[src/rtl/traffic_interval_timer.sv]
// Countdown interval timer for traffic-light phases: counts whole seconds using a
// CLK_FREQ-cycle prescaler, with pause (freeze) and abort (cancel) controls.
module traffic_interval_timer #(
    parameter int CLK_FREQ = 10,
    parameter int SEC_W    = 8
) (
    input  logic             clk,
    input  logic             rst_n,
    input  logic             start,
    input  logic [SEC_W-1:0] duration,
    input  logic             pause,
    input  logic             abort,
    output logic             busy,
    output logic             done,
    output logic             sec_tick,
    output logic [SEC_W-1:0] remaining
);

    localparam int PS_W = (CLK_FREQ > 1) ? $clog2(CLK_FREQ) : 1;
    localparam logic [PS_W-1:0] PS_MAX = PS_W'(CLK_FREQ - 1);

    typedef enum logic [1:0] {
        IDLE,
        RUN,
        HOLD
    } state_t;

    state_t          state;
    logic [PS_W-1:0] prescaler;

    // Leaving HOLD counts on the same edge, so each pause-high edge costs exactly one cycle.
    always_ff @(posedge clk or negedge rst_n) begin
        if (!rst_n) begin
            state     <= IDLE;
            prescaler <= '0;
            remaining <= '0;
            busy      <= 1'b0;
            done      <= 1'b0;
            sec_tick  <= 1'b0;
        end else begin
            done     <= 1'b0;
            sec_tick <= 1'b0;
            case (state)
                IDLE: begin
                    if (start && !abort) begin
                        if (duration != '0) begin
                            remaining <= duration;
                            prescaler <= '0;
                            state     <= RUN;
                            busy      <= 1'b1;
                        end else begin
                            done <= 1'b1;
                        end
                    end
                end
                default: begin
                    if (abort) begin
                        state     <= IDLE;
                        busy      <= 1'b0;
                        remaining <= '0;
                        prescaler <= '0;
                    end else if (pause) begin
                        state <= HOLD;
                    end else begin
                        state <= RUN;
                        if (prescaler == PS_MAX) begin
                            prescaler <= '0;
                            remaining <= remaining - SEC_W'(1);
                            sec_tick  <= 1'b1;
                            if (remaining == SEC_W'(1)) begin
                                state <= IDLE;
                                busy  <= 1'b0;
                                done  <= 1'b1;
                            end
                        end else begin
                            prescaler <= prescaler + PS_W'(1);
                        end
                    end
                end
            endcase
        end
    end

endmodule

[config.mk]
export PLATFORM = sky130hd
export DESIGN_NAME = traffic_interval_timer
export DESIGN_NICKNAME = d
export VERILOG_FILES = /design/src/rtl/traffic_interval_timer.sv
export SDC_FILE = /design/constraint.sdc
export NUM_CORES = 1
export LEC_CHECK = 0
export CAP_MARGIN = 25
export CORE_MARGIN = 1.5
export CORE_UTILIZATION = 40
export CTS_BUF_LIST = sky130_fd_sc_hd__clkbuf_4
export CTS_CLUSTER_SIZE = 24
export DETAILED_ROUTE_END_ITERATION = 7
export PLACE_DENSITY = 0.73
export SLEW_MARGIN = 20
export SYNTH_ARGS = -nofsm -noshare
export SYNTH_HDL_FRONTEND = slang
export SYNTH_SLANG_ARGS = --single-unit
[constraint.sdc]
create_clock -name clk -period 2.1 [get_ports clk]
set_input_delay 0.42 -clock clk [delete_from_list [all_inputs] [get_ports clk]]
set_output_delay 0.42 -clock clk [all_outputs]
set_load 0.02 [all_outputs]
# == After elaboration in Yosys (flattened, before gate mapping) ==
# Cells that the tools add are included.
# totals
register_bits,17
latchBits,0
rom_bits,0
input_bits,13
mem_bits_rw,0
memories,0
output_inout_bits,11
# op_classes
n_addsub,2
n_shift,0
n_reduce_logical,10
div,0
n_lt_le_gt_ge,0
n_eq_ne,5
mul,0
bitwise_logic,0
n_mux,37
# op_table
operator,count
two-way mux 8 bit,6
two-way mux 4 bit,6
two-way mux 1 bit,20
two-way mux 2 bit,5
equality test 8 x 1 -> 1 bit (second input constant),1
nonzero test 8 bit,1
subtractor 8 x 1 -> 8 bit (second input constant),1
nonzero test 3 bit,2
AND reduction 5 bit,1
adder 4 x 1 -> 4 bit (second input constant),1
equality test 4 bit (second input constant),1
!= test 2 bit (second input constant),2
AND reduction 4 bit,1
!= test 3 x 1 -> 1 bit (second input constant),1
AND reduction 3 bit,1
logical NOT 2 bit,1
AND reduction 2 bit,1
logical AND 1 bit,1
logical NOT 1 bit,1

# == Longest topological paths before layout ==
# Gate-level depths: netlist of the first run.
# logic_depth
depth_word,6
depth_mapped,6

# == Worst setup path before layout of the first run ==
# OpenSTA, ideal clock, no wires.
# synth_path
path_kind,in2reg
start,in abort
end,reg busy
required_time_ns,1.974
setup_slack_ns,0.321
arrival_time_ns,1.653
path_buffers,0
path_stages,4
cell_sequence,or4b_4 > o21a_4 > or2_2 > a221o_1
# synth_via
elab_chain_cells,4
elab_cells_between_ends,9
# synth_rtl
element,line_no,rtl
start: declaration,12,"input logic abort,"
logical NOT 1 bit,45,if (start && !abort) begin
logical AND 1 bit,45,
!= test 2 bit (no line),n/a,
AND reduction 5 bit (no line),n/a,
end signal: assignment,37,busy <= 1'b0;
end signal: assignment,50,busy <= 1'b1;
end signal: assignment,59,busy <= 1'b0;
end: declaration,13,"output logic busy,"
# Parallel ways exist; a longest one is shown, timed or not.
# A chain may end at the register's enable or synchronous reset.

# == Final worst setup path of the first run ==
# Ends and elaborated chain as after synthesis.

==> results.sh, run 1 <==
export IMPL_status="finished, final reports clean"
export IMPL_die_y_um=54.1
export IMPL_start_util_pct=42.2
export IMPL_wirelength_um=2820
export IMPL_ir_drop_v=0.000509
export IMPL_cts_num_sinks=17
export IMPL_ff2ff_path_depth=4
export IMPL_critPathCapture="busy$_DFFE_PN0P_"
export IMPL_hold_viol_final=0
export IMPL_area_growth_pct=37.1
export IMPL_r2r_slack_ns=0.24
export IMPL_grt_pass1_wl_um=4790
export IMPL_synth_warnings=0
export IMPL_final_cell_area_um2=1430
export IMPL_synthesis_area_um2=1040
export IMPL_crit_chain="clkdlybuf4s50_1 > or4b_4 > o21a_4 > or2_2 > a221o_1"
export IMPL_grt_max_degree=18
export IMPL_cts_buffer_depth=2
export IMPL_ant_nets=0
export IMPL_fmaxAchievable_mhz=513
export IMPL_drive_gt1_share_pct=19.2
export IMPL_required_ns=2.29
export IMPL_syn_num_nets=126
export IMPL_viasPerCell=5.91
export IMPL_period_share_pct=92.8
export IMPL_r2r_end="busy$_DFFE_PN0P_"
export IMPL_critPathArrivalTime_ns=2.14
export IMPL_htree_num_levels=1
export IMPL_post_cts_buffers=0
export IMPL_finalSetupViolations=0
export IMPL_drv_slew=0
export IMPL_tightest_slew_ns=0.569
export IMPL_final_util_pct=57.8
export IMPL_cts_root_buf="clkbuf_4"
export IMPL_fill_cells=230
export IMPL_maxSlewHeadroom_pct=61.8
export IMPL_drc_errors=0
export IMPL_cts_buffers=3
export IMPL_p_leak_nw=0.595
export IMPL_dp_hpwl_um=2170
export IMPL_grt_use_total_pct=23.3
export IMPL_power_density_nw_per_um2=783
export IMPL_grt_pass1_vias=1048
export IMPL_antenna_found_initial=0
export IMPL_post_drt_wl_per_cell_um=16.0
export IMPL_cap_violations=0
export IMPL_final_min_clock_period_ns=1.95
export IMPL_rsz0062_at_grt="false"
export IMPL_placed_area_um2=1400
export IMPL_hold_slack_ns=0.441
export IMPL_ys_seq_elements=17
export IMPL_post_cts_resized=0
export IMPL_nets=164
export IMPL_ys_flop_type="dfrtp_1"
export IMPL_syn_avg_cell_area_um2=9.58
export IMPL_vias=1041
export IMPL_cts_tree="built"
export IMPL_tns_ns=0
export IMPL_overflow=0
export IMPL_max_stage_delay_ns=0.56
export IMPL_worstSetupEndpointType="flip-flop"
export IMPL_netlist_top_cells_area="dfrtp_1 (41%), o2bb2ai_1 (5.9%), a21oi_1 (4.8%)"
export IMPL_clock_latency_ns=0.30
export IMPL_r2r_start="remaining[2]$_DFFE_PN0P_"
export IMPL_critPathKind="in2reg"
export IMPL_drt_initial_drc_count=17
export IMPL_syn_inst=109
export IMPL_rows=18
export IMPL_portBuffers=23
export IMPL_die_area_um2=2930
export IMPL_synth_distinct_cells=39
export IMPL_synth_edf_count=0
export IMPL_cp_slowest_cell="or4b_4"
export IMPL_synth_top_area_share_pct=40.7
export IMPL_insertedDiodeCount=0
export IMPL_cts_hold_buf=0
export IMPL_min_path_type="in2async"
export IMPL_async_flop_share_pct=100
export IMPL_ys_seq_area_share_pct=40.7
export IMPL_core_region_area_um2=2480
export IMPL_yosysTopAreaCell="dfrtp_1"
export IMPL_fp_dieW_um=54.1
export IMPL_crit_start="abort"
export IMPL_skew_ns=0.00912
export IMPL_worst_path_max_fanout=4
export IMPL_cp_start_kind="primary input"
export IMPL_ios=24
export IMPL_drtPass1Iterations=4
export IMPL_routabilityCongestion=0.887
export IMPL_finalPower_mw=1.12
export IMPL_clkSlewWorstSetupHoldPaths_ns=0.11
==> cell families after synthesis <==
kind of cell | count (synthesis) | synth area share [%]
simple gates | 40 | 23.4
compound gates | 38 | 27.5
flops | 17 | 40.7
buf+inv | 10 | 3.59
fa+ha+maj | 4 | 4.79
==> worst min-delay path by stage <==
stage / start / end / slack [ns]
after floorplan: rst_n / busy$_DFFE_PN0P_ / 0.12
after global placement: remaining[7]$_DFFE_PN0P_ / remaining[7]$_DFFE_PN0P_ / 0.51
after detailed placement: remaining[7]$_DFFE_PN0P_ / remaining[7]$_DFFE_PN0P_ / 0.51
after CTS: rst_n / remaining[1]$_DFFE_PN0P_ / 0.45
after global routing: rst_n / remaining[2]$_DFFE_PN0P_ / 0.47
final: rst_n / prescaler[1]$_DFFE_PN0P_ / 0.44
==> worst max-delay path, delay by kind of cell <==
family / cells / cell delay [ns]
buf+inv: 1 / 0.43
compound gates: 2 / 0.44
simple gates: 2 / 0.85
==> cells in the mapped netlist (2+ instances only) <==
master / instances
o2bb2ai_1: 7
ha_1: 4
dfrtp_1: 17
o211ai_1: 2
o31ai_1: 2
nand3_1: 6
o21ai_0: 3
a22oi_1: 3
a21oi_1: 10
nor3_1: 4
inv_1: 6
nand2_1: 3
nor3b_1: 2
a32oi_1: 2
a21o_1: 2
clkbuf_1: 4
nor2_1: 10
==> state kept, by name, summed over array words and instances, names as in the netlist <==
signal,flops
remaining,8
prescaler,4
state,2
busy,1
done,1
sec_tick,1
==> layout by cell type, fill, tap and decap left out, types with 3 or more instances in the layout <==
master / netlist / routed
nand2_1: 3 / 3
clkbuf_4: 0 / 4
dfrtp_1: 17 / 17
a22oi_1: 3 / 3
inv_1: 6 / 6
nor2_1: 10 / 10
clkdlybuf4s50_1: 0 / 23
ha_1: 4 / 4
nand3_1: 6 / 6
o2bb2ai_1: 7 / 7
a21oi_1: 10 / 10
nor3_1: 4 / 4
o21ai_0: 3 / 3
buf_4: 0 / 14
==> report_power, final <==
part | total, mW | switching (mW) | internal, mW
clock network | 0.196 | 0.109 | 0.0870
registers | 0.464 | 0.0793 | 0.384
logic | 0.462 | 0.235 | 0.227
==> area by class of cell <==
type                    instances  area [um2]  share of cell area [%]
repair buffers                 37         335                    23.4
multi-input cells              82         582                    40.6
well taps                      30        37.5                    2.62
flip-flops and latches         17         425                    29.7
inverters                       6        22.5                    1.57
clock buffers                   4        30.0                    2.10
==> through the flow <==
| stage | setup slack, ns | cells |
|---|---|---|
| finish | 0.150 | 176 |
| CTS | 0.167 | 176 |
| floorplan | 0.321 | 109 |
| global placement | -0.124 | 172 |
| global route | 0.0584 | 176 |
| detailed placement | -0.173 | 172 |
==> metal layers <==
metal | vias up | routed length [um] | part of all wire (%) | global-route usage (%)
li1 | 493 | - | - | -
met1 | 508 | 1200 | 43 | 27.0
met2 | 35 | 1410 | 50 | 41.9
met3 | 5 | 154 | 5.5 | 3.06
met4 | 0 | 50 | 1.8 | 11.3
met5 | - | 0 | 0 | 0
No activity file was read; power rests on OpenSTA's default activity.
==> run 2, diff against run 1 <==
--- a/config.mk
+++ b/config.mk
@@ -7,12 +7,12 @@
 export LEC_CHECK = 0
 export CAP_MARGIN = 25
 export CORE_MARGIN = 1.5
-export CORE_UTILIZATION = 40
+export CORE_UTILIZATION = 50
 export CTS_BUF_LIST = sky130_fd_sc_hd__clkbuf_4
+export CTS_CLUSTER_DIAMETER = 150
 export CTS_CLUSTER_SIZE = 24
 export DETAILED_ROUTE_END_ITERATION = 7
-export PLACE_DENSITY = 0.73
-export SLEW_MARGIN = 20
+export PLACE_DENSITY = 0.87
 export SYNTH_ARGS = -nofsm -noshare
 export SYNTH_HDL_FRONTEND = slang
 export SYNTH_SLANG_ARGS = --single-unit
==> results.sh, run 2 (synthesis gave the netlist of run 1 again) <==
export IMPL_status="finished, final reports clean"
export IMPL_critPathArrivalTime_ns=2.16
export IMPL_maxSlewHeadroom_pct=62.7
export IMPL_grt_use_total_pct=25.1
export IMPL_fmaxAchievable_mhz=507
export IMPL_worstSetupEndpointType="flip-flop"
export IMPL_cts_buffers=3
export IMPL_grt_max_degree=18
export IMPL_post_drt_wl_per_cell_um=16.1
export IMPL_cts_root_buf="clkbuf_4"
export IMPL_area_growth_pct=35.1
export IMPL_wirelength_um=2750
export IMPL_stdcell_count=171
export IMPL_nets=162
export IMPL_drc_errors=0
export IMPL_post_cts_resized=0
export IMPL_vias=1020
export IMPL_period_share_pct=93.9
export IMPL_antenna_found_initial=0
export IMPL_ant_nets=0
export IMPL_cap_violations=0
export IMPL_cts_buffer_depth=2
export IMPL_power_density_nw_per_um2=791
export IMPL_ir_drop_v=0.000475
export IMPL_final_cell_area_um2=1410
export IMPL_cts_num_sinks=17
export IMPL_viasPerCell=5.96
export IMPL_crit_start="abort"
export IMPL_r2r_start="prescaler[1]$_DFFE_PN0P_"
export IMPL_p_leak_nw=0.584
export IMPL_reg_top3="remaining x8, prescaler x4, state x2"
export IMPL_clkSlewWorstSetupHoldPaths_ns=0.11
export IMPL_rows=16
export IMPL_grt_pass1_wl_um=4640
export IMPL_dp_hpwl_um=2120
export IMPL_cts_hold_buf=0
export IMPL_die_y_um=48.7
export IMPL_critPathKind="in2reg"
export IMPL_cp_start_kind="primary input"
export IMPL_tightest_slew_ns=0.559
export IMPL_hold_viol_final=0
export IMPL_drv_slew=0
export IMPL_grt_pass1_vias=1065
export IMPL_layout_commonest_cell="clkdlybuf4s50_1"
export IMPL_core_region_area_um2=1960
export IMPL_fp_dieW_um=48.7
export IMPL_ios=24
export IMPL_htree_num_levels=1
export IMPL_routabilityCongestion=0.924
export IMPL_hold_slack_ns=0.444
export IMPL_largest_reg_flops=8
export IMPL_rsz0062_at_grt="false"
export IMPL_r2r_slack_ns=0.20
export IMPL_drtPass1Iterations=4
export IMPL_overflow=0
export IMPL_layout_common_cells="clkdlybuf4s50_1 (23), dfrtp_1 (17), buf_4 (12), nor2_1 (10), a21oi_1 (10)"
export IMPL_post_cts_buffers=0
export IMPL_portBuffers=23
export IMPL_drive_gt1_share_pct=18.1
export IMPL_required_ns=2.28
export IMPL_die_area_um2=2370
export IMPL_drt_initial_drc_count=25
export IMPL_start_util_pct=53.3
export IMPL_dp_cells=167
export IMPL_worst_path_max_fanout=4
export IMPL_final_min_clock_period_ns=1.97
export IMPL_cts_tree="built"
export IMPL_clock_latency_ns=0.29
export IMPL_top_register="remaining"
export IMPL_finalSetupViolations=0
export IMPL_placed_area_um2=1380
export IMPL_insertedDiodeCount=0
export IMPL_skew_ns=0.00781
export IMPL_min_path_type="in2async"
[run 2: cell count changes in the layout (fill, tap and decap cells not counted), sizes merged]
cell and delta:
buf -2, clkbuf -1, clkinv +1
[run 2: per-layer routing]
layer / GRT usage [%] / share of wire, % / vias to the layer above
met4: 17.1 / 3.3 / 0
met5: 0 / 0 / -
met1: 31.1 / 41 / 479
met3: 4.01 / 4.8 / 10
li1: - / - / 494
met2: 40.2 / 51 / 37
[run 2: stage by stage]
step | setup slack, ns | TNS, ns | util (%) | power (mW)
2_1_floorplan | 0.321 | 0 | - | 0.706
3_3_place_gp | -0.133 | -0.453 | 70.5 | 0.924
3_5_place_dp | -0.184 | -0.741 | 70.5 | 0.944
4_1_cts | 0.137 | 0 | 71.9 | 1.12
5_1_grt | 0.0535 | 0 | 71.9 | 1.19
6_report | 0.128 | 0 | 71.9 | 1.12
[run 2: worst max-delay path: stages]
cell and delay [ns]:
clkdlybuf4s50_1 0.42, or4b_4 0.56, o21a_4 0.15, or2_2 0.30, a221o_1 0.31
[run 2: report_power, final]
group	switching [mW]	total, mW	leakage, nW	internal, mW
logic	0.244	0.477	0.348	0.233
registers	0.0797	0.464	0.218	0.384
clock network	0.105	0.175	0.0177	0.0708
total	0.428	1.12	0.584	0.688
[run 2: layout make-up]
| cell class | count | area, um2 |
|---|---|---|
| multi-input combinational | 82 | 582 |
| fill | 168 | 551 |
| sequential | 17 | 425 |
| timing repair buffer | 35 | 320 |
| tap | 27 | 33.8 |
| clock buffer | 3 | 22.5 |
| inverter | 6 | 22.5 |
| clock inverter | 1 | 5.00 |
[run 2: final timing paths]
path	to	depth (start not counted)
max in group asynchronous	prescaler[3]$_DFFE_PN0P_	2
worst max register to register	remaining[7]$_DFFE_PN0P_	6
worst max-delay path	busy$_DFFE_PN0P_	5
worst min-delay path	remaining[7]$_DFFE_PN0P_	2
worst min register to register	remaining[7]$_DFFE_PN0P_	1
min in group clk	remaining[7]$_DFFE_PN0P_	1
==> run 3, diff against run 2 <==
--- a/config.mk
+++ b/config.mk
@@ -12,6 +12,7 @@
 export CTS_CLUSTER_DIAMETER = 150
 export CTS_CLUSTER_SIZE = 24
 export DETAILED_ROUTE_END_ITERATION = 7
+export MAX_ROUTING_LAYER = met4
 export PLACE_DENSITY = 0.87
 export SYNTH_ARGS = -nofsm -noshare
 export SYNTH_HDL_FRONTEND = slang
==> results.sh, run 3 (synthesis gave the netlist of run 1 again) <==
export IMPL_status="finished, final reports clean"
export IMPL_antenna_found_initial=0
export IMPL_fmaxAchievable_mhz=507
export IMPL_reg_top3="remaining x8, prescaler x4, state x2"
export IMPL_insertedDiodeCount=0
export IMPL_grt_pass1_vias=1062
export IMPL_cp_slowest_cell="or4b_4"
export IMPL_rows=16
export IMPL_cts_buffers=3
export IMPL_vias=1017
export IMPL_tns_ns=0
export IMPL_grt_pass1_wl_um=4660
export IMPL_max_stage_delay_ns=0.56
export IMPL_cts_hold_buf=0
export IMPL_drtPass1Iterations=5
export IMPL_ir_drop_v=0.000480
export IMPL_routabilityCongestion=0.940
export IMPL_p_leak_nw=0.584
export IMPL_final_util_pct=71.9
export IMPL_layout_common_cells="clkdlybuf4s50_1 (23), dfrtp_1 (17), buf_4 (12), nor2_1 (10), a21oi_1 (10)"
export IMPL_ant_nets=0
export IMPL_period_share_pct=93.8
export IMPL_r2r_slack_ns=0.20
export IMPL_core_region_area_um2=1960
export IMPL_stdcell_count=171
export IMPL_area_growth_pct=35.1
export IMPL_clkSlewWorstSetupHoldPaths_ns=0.11
export IMPL_min_path_type="in2async"
export IMPL_nets=162
export IMPL_largest_reg_flops=8
export IMPL_met3_usage_pct=4.01
export IMPL_dp_hpwl_um=2120
export IMPL_htree_num_levels=1
export IMPL_drc_errors=0
export IMPL_overflow=0
export IMPL_cts_buffer_depth=2
export IMPL_final_min_clock_period_ns=1.97
export IMPL_required_ns=2.29
export IMPL_layout_commonest_cell="clkdlybuf4s50_1"
export IMPL_critPathKind="in2reg"
export IMPL_worstSetupEndpointType="flip-flop"
export IMPL_grt_max_degree=18
export IMPL_r2r_start="prescaler[1]$_DFFE_PN0P_"
export IMPL_use_met2_pct=40.2
export IMPL_drt_initial_drc_count=26
export IMPL_path_buf_inv=1
export IMPL_crit_family="simple AND/OR/NAND/NOR gates"
export IMPL_post_cts_resized=0
export IMPL_rsz0062_at_grt="false"
export IMPL_ff2ff_path_depth=6
export IMPL_worst_path_max_fanout=4
export IMPL_fp_dieW_um=48.7
export IMPL_drive_gt1_share_pct=18.1
export IMPL_wirelength_um=2760
export IMPL_viasPerCell=5.95
export IMPL_hold_viol_final=0
export IMPL_critPathArrivalTime_ns=2.16
export IMPL_portBuffers=23
export IMPL_top_usage_layer="met2"
export IMPL_start_util_pct=53.3
export IMPL_skew_ns=0.0109
export IMPL_drv_slew=0
export IMPL_pre_cts_slack_ns=-0.184
export IMPL_die_y_um=48.7
export IMPL_maxSlewHeadroom_pct=63.0
export IMPL_use_met1_pct=31.3
export IMPL_finalSetupViolations=0
export IMPL_top_register="remaining"
export IMPL_post_cts_buffers=0
export IMPL_r2r_end="remaining[5]$_DFFE_PN0P_"
export IMPL_cts_num_sinks=17
export IMPL_die_area_um2=2370
export IMPL_clock_latency_ns=0.29
export IMPL_cp_start_kind="primary input"
export IMPL_worst_path_stages=5
export IMPL_cap_violations=0
export IMPL_cts_root_buf="clkbuf_4"
export IMPL_cts_tree="built"
export IMPL_grt_use_total_pct=25.9
export IMPL_ios=24
export IMPL_crit_chain="clkdlybuf4s50_1 > or4b_4 > o21a_4 > or2_2 > a221o_1"
export IMPL_hold_slack_ns=0.442
export IMPL_post_drt_wl_per_cell_um=16.1
export IMPL_setup_slack_ns=0.129
export IMPL_power_density_nw_per_um2=792
export IMPL_dp_cells=167
export IMPL_tightest_slew_ns=0.554
run 3: cell counts in the layout (fill, tap and decap cells not counted):
Identical to the previous run, type by type.
run 3: final cells by class:
type | count | area [um2]
fill | 168 | 551
tap | 27 | 33.8
sequential | 17 | 425
multi-input combinational | 82 | 582
clock inverter | 1 | 5.00
timing repair buffer | 35 | 320
inverter | 6 | 22.5
clock buffer | 3 | 22.5
run 3: power breakdown:
part / switching [mW] / internal (mW)
clock network: 0.106 / 0.0708
logic: 0.244 / 0.233
registers: 0.0799 / 0.384
total: 0.430 / 0.688
run 3: worst max path at each step:
stage / startpoint / endpoint / slack, ns
floorplan: abort / busy$_DFFE_PN0P_ / 0.32
global placement: abort / busy$_DFFE_PN0P_ / -0.13
detailed placement: abort / busy$_DFFE_PN0P_ / -0.18
finish: abort / busy$_DFFE_PN0P_ / 0.13
global route: prescaler[1]$_DFFE_PN0P_ / remaining[7]$_DFFE_PN0P_ / 0.05
CTS: abort / busy$_DFFE_PN0P_ / 0.14
run 3: metal layers:
layer	routed length (um)	share of wire [%]
met1	1150	42
met2	1380	50
met3	130	4.7
met4	89	3.2
met5	0	0
run 3: worst reg2reg max path, stage by stage, from the launching register on:
cell and delay (ns):
dfrtp_1 0.43, inv_1 0.07, ha_1 0.15, nand3b_1 0.14, o311ai_2 0.55, nand2_1 0.28, o2bb2ai_1 0.19
run 3: metrics by stage:
step	instance area (um2)	power (mW)
3_5_place_dp	1380	0.944
3_3_place_gp	1380	0.924
6_report	1410	1.12
4_1_cts	1410	1.12
2_1_floorplan	1040	0.706
5_1_grt	1410	1.19
